--- config.mk ---
export PLATFORM = sky130hd
export DESIGN_NAME = move_stepper
export DESIGN_NICKNAME = d
export VERILOG_FILES = /design/src/rtl/move_stepper.sv
export SDC_FILE = /design/constraint.sdc
export NUM_CORES = 1
export LEC_CHECK = 0
export BUFFER_PORTS_ARGS = -buffer_cell sky130_fd_sc_hd__buf_2
export CAP_MARGIN = 20
export CELL_PAD_IN_SITES_DETAIL_PLACEMENT = 1
export CELL_PAD_IN_SITES_GLOBAL_PLACEMENT = 2
export CORE_MARGIN = 4
export CORE_UTILIZATION = 28
export CTS_CLUSTER_SIZE = 20
export DETAILED_ROUTE_END_ITERATION = 12
export PLACE_DENSITY = 0.75
export SETUP_SLACK_MARGIN = 0.2
export SLEW_MARGIN = 10
export SYNTH_ARGS = -nofsm -noshare
export SYNTH_HDL_FRONTEND = slang
export SYNTH_SLANG_ARGS = --single-unit
export TNS_END_PERCENT = 30
--- constraint.sdc ---
create_clock -name clk -period 1.7 [get_ports clk]
set_input_delay 0.17 -clock clk [delete_from_list [all_inputs] [get_ports clk]]
set_output_delay 0.17 -clock clk [all_outputs]
set_load 0.1 [all_outputs]
--- src/rtl/move_stepper.sv ---
// move_stepper: paced step-strobe transmitter for the four player position counters.
// Optional abort support is enabled by defining MOVE_STEPPER_ABORT_EN.
module move_stepper #(
    parameter int BOARD_LEN = 24,
    parameter int STEP_GAP  = 4,
    parameter int POS_W     = 5
) (
    input  logic             clk,
    input  logic             rst,
    input  logic             start,
    input  logic [1:0]       player,
    input  logic [2:0]       steps,
    input  logic [POS_W-1:0] pos_in,
`ifdef MOVE_STEPPER_ABORT_EN
    input  logic             abort,
    output logic             aborted,
`endif
    output logic             ready,
    output logic             busy,
    output logic             step_d,
    output logic [3:0]       p_da,
    output logic [2:0]       remaining,
    output logic [POS_W-1:0] target_pos,
    output logic             done
);

    typedef enum logic [1:0] {
        IDLE,
        PULSE,
        GAP,
        DONE
    } state_t;

    localparam logic [3:0]   GAP_LOAD = 4'(STEP_GAP - 2);
    localparam logic [POS_W:0] BOARD  = (POS_W+1)'(BOARD_LEN);

    state_t           state;
    state_t           state_next;
    logic [1:0]       player_q;
    logic [2:0]       rem_q;
    logic [3:0]       gap_q;
    logic [POS_W-1:0] tgt_q;
    logic [POS_W:0]   sum;
    logic [POS_W-1:0] tgt_next;
    logic             abort_req;

`ifdef MOVE_STEPPER_ABORT_EN
    logic aborted_q;

    assign abort_req = abort;
    assign aborted   = aborted_q;

    // Flag an early finish on the way into DONE; it lives for the DONE cycle only.
    always_ff @(posedge clk) begin
        if (rst) begin
            aborted_q <= 1'b0;
        end else if (abort && (state == PULSE || state == GAP)) begin
            aborted_q <= 1'b1;
        end else begin
            aborted_q <= 1'b0;
        end
    end
`else
    assign abort_req = 1'b0;
`endif

    // Landing tile: single conditional subtract handles the one possible wrap.
    always_comb begin
        sum = {1'b0, pos_in} + (POS_W+1)'(steps);
        if (sum >= BOARD) begin
            tgt_next = POS_W'(sum - BOARD);
        end else begin
            tgt_next = POS_W'(sum);
        end
    end

    // State register.
    always_ff @(posedge clk) begin
        if (rst) begin
            state <= IDLE;
        end else begin
            state <= state_next;
        end
    end

    // Next-state logic: pulse, wait out the gap, repeat until the count is spent.
    always_comb begin
        state_next = state;
        unique case (state)
            IDLE: begin
                if (start) begin
                    state_next = (steps == 3'd0) ? DONE : PULSE;
                end
            end
            PULSE: begin
                if (rem_q == 3'd1 || abort_req) begin
                    state_next = DONE;
                end else begin
                    state_next = GAP;
                end
            end
            GAP: begin
                if (abort_req) begin
                    state_next = DONE;
                end else if (gap_q == 4'd0) begin
                    state_next = PULSE;
                end
            end
            DONE: begin
                state_next = IDLE;
            end
        endcase
    end

    // Command latch, step countdown and gap pacing counter.
    always_ff @(posedge clk) begin
        if (rst) begin
            player_q <= 2'd0;
            rem_q    <= 3'd0;
            gap_q    <= 4'd0;
            tgt_q    <= '0;
        end else begin
            case (state)
                IDLE: begin
                    if (start) begin
                        player_q <= player;
                        rem_q    <= steps;
                        tgt_q    <= tgt_next;
                    end
                end
                PULSE: begin
                    rem_q <= rem_q - 3'd1;
                    gap_q <= GAP_LOAD;
                end
                GAP: begin
                    if (gap_q != 4'd0) begin
                        gap_q <= gap_q - 4'd1;
                    end
                end
                default: begin
                end
            endcase
        end
    end

    assign ready      = (state == IDLE);
    assign busy       = (state != IDLE);
    assign step_d     = (state == PULSE);
    assign p_da       = step_d ? (4'b0001 << player_q) : 4'b0000;
    assign remaining  = rem_q;
    assign target_pos = tgt_q;
    assign done       = (state == DONE);

endmodule

==> results_dict.tcl <==
set metrics [dict create \
    synth_area_leaders "dfxtp_1 (34%), ha_1 (9.3%), a21oi_1 (4.8%), nand2_1 (4.8%), nor3_1 (3.7%)" \
    synth_nets 130 \
    yosysTopAreaCell "dfxtp_1" \
    vias 875 \
    synthArstFlopShare 0 \
    slew_viol_final 0 \
    powerDensity_nw_per_um2 982 \
    gr-total-overflow 0 \
    yosysSeqAreaShare 0.341 \
    synth_most_common_cell "dfxtp_1" \
    antenna_found_initial 0 \
    clock_latency_ns 0.29 \
    cts-htree-levels 1 \
    yosysTopAreaCellShare 0.341 \
    clock-root-buffer "clkbuf_4" \
    drc 0 \
    final_util 0.422 \
    synth.avg_cell_area_um2 8.61 \
    hold_class "in -> reg" \
    cts_tree "built" \
    start_util 0.300 \
    preCtsSetupSlack_ns -0.134 \
    critPathCaptureType "output pin" \
    grt_pass1_wl_um 4240 \
    relSlewSlack 0.677 \
    fin_cells 188 \
    port_buffers 28 \
    placed_cells 180 \
    finalSetupViolations 0 \
    ys.warnings.count 0 \
    die_area_um2 4340 \
    rsz0062_at_grt "true" \
    antenna_cells 0 \
    die_h_um 65.9 \
    tightest_slew_ns 0.487 \
    fin_crit_sh 0.881 \
    numCtsBuffers 3 \
    synth-edff-count 0 \
    finalHoldViolations 0 \
    area_growth_pct 40.7 \
    timing.hold.ws_ns 0.112 \
    fin_area_um2 1320 \
    pin_count 29 \
    synth_common_cells "dfxtp_1 (16), nand2_1 (12), a21oi_1 (9), nor2_1 (9)" \
    min_period_ns 1.50 \
    dr.pass1.iters 4 \
    startpoint_type "register" \
    synth.distinct_cells 40 \
    status "finished clean" \
    peakVddDrop_v 0.000426 \
    crit_arrival_ns 1.33 \
    tns_ns 0 \
    max_freq_ghz 0.668 \
    grt_pass1_vias 904 \
    place.gp.congestion 0.663 \
    grtUsageTotal 0.127 \
    grt_max_degree 18 \
    finalPower_mw 1.30 \
    core_region_area_um2 3130 \
    avgRoutedWirePerCell_um 12.9 \
    drive_above_1_share 0.417 \
    synth_ff_type "dfxtp_1" \
    antenna_left 0 \
    fin_ws_ns 0.203 \
    cp.required_ns 1.53 \
    wl_um 2420 \
    cts.sinks 16 \
    fillers 385 \
    nNetsFinal 166 \
    worstSetupPathType "reg -> out" \
    cts.reportedPaths.clkPinSlew_ns 0.10 \
    cts_max_path_buffers 2 \
    hpwl_um 1910 \
    floorplan.rows 20 \
    p_leak_nw 0.580 \
    die_w_um 65.9 \
    synthCells 109 \
    syn-cell-area_um2 938 \
    ys_ff_latch 16 \
    via_per_inst 4.65 \
    clock_skew_ns 0.00213 \
    crit_fanout 6 \
    drt_iter0_markers 17 \
    maxCapViolCount 0 \
    placed_cell_area_um2 1230 \
]
==> area by class of cell <==
type | count | area (µm²) | share of cell area
clock buffer | 4 | 36.3 | 0.0275
inverter | 7 | 33.8 | 0.0256
multi-input combinational | 82 | 619 | 0.469
sequential | 16 | 330 | 0.250
tap | 44 | 55.1 | 0.0417
timing repair buffer | 35 | 245 | 0.186
==> placed cells by master (no fill, tap or decap), types with 2 or more instances in the layout <==
cell	instances
a211oi_1	3
a21o_1	2
a21oi_1	9
buf_12	3
buf_2	22
buf_4	8
clkbuf_4	5
dfxtp_1	12
dfxtp_2	2
dfxtp_4	2
ha_1	6
inv_1	6
mux2i_1	2
nand2_1	11
nand3_1	4
nor2_1	8
nor2_4	2
nor3_1	6
xnor2_1	2
xor2_1	3
==> report_power, final <==
part	internal (mW)	total [mW]	switching, mW
registers	0.413	0.450	0.0373
logic	0.163	0.590	0.428
clock network	0.130	0.256	0.126
total	0.705	1.30	0.591
==> state kept, by name, indices dropped and copies added, names as in the netlist <==
signal / count
target_pos: 5
gap_q: 4
remaining: 3
player_q: 2
state: 2
==> path summary, 6_finish.rpt <==
check                start            end  slack [ns]  depth (start not counted)
min reg2reg  target_pos[0]  target_pos[0]        0.46                          2
max reg2reg       gap_q[0]       gap_q[1]        0.26                          6
min              player[0]    player_q[0]        0.11                          3
max               state[1]        p_da[3]        0.20                          4
==> what timing repair did <==
item / in CTS / in global routing
pin swaps: 0 / 3
endpoints found under the hold margin: 0 / 0
endpoints found under the setup margin: 6 / 9
hold buffers: 0 / 0
setup buffers: 0 / 4
resized for setup: 1 / 7
==> layer usage <==
| layer | share of wire | global-route usage | up-vias |
|---|---|---|---|
| li1 | - | - | 455 |
| met1 | 0.42 | 0.145 | 408 |
| met2 | 0.54 | 0.230 | 10 |
| met3 | 0.032 | 0.0374 | 2 |
| met4 | 0.0066 | 0.0311 | 0 |
| met5 | 0 | 0 | - |
==> critical path, cell delays in order (launching register included) <==
cell      delay (ns)
dfxtp_4         0.38
nand2b_4        0.20
inv_8           0.08
and3_2          0.20
buf_12          0.17
==> cells by family (layout without fill, tap and decap cells) <==
family,Yosys count,after routing,synth area share
compound gates,22,22,0.169
flops,16,16,0.341
xor+xnor,5,5,0.0467
mux,2,2,0.0213
simple gates,45,45,0.253
buf+inv,11,46,0.0533
fa+ha+maj,8,8,0.115
(Power assumes the default switching activity.)
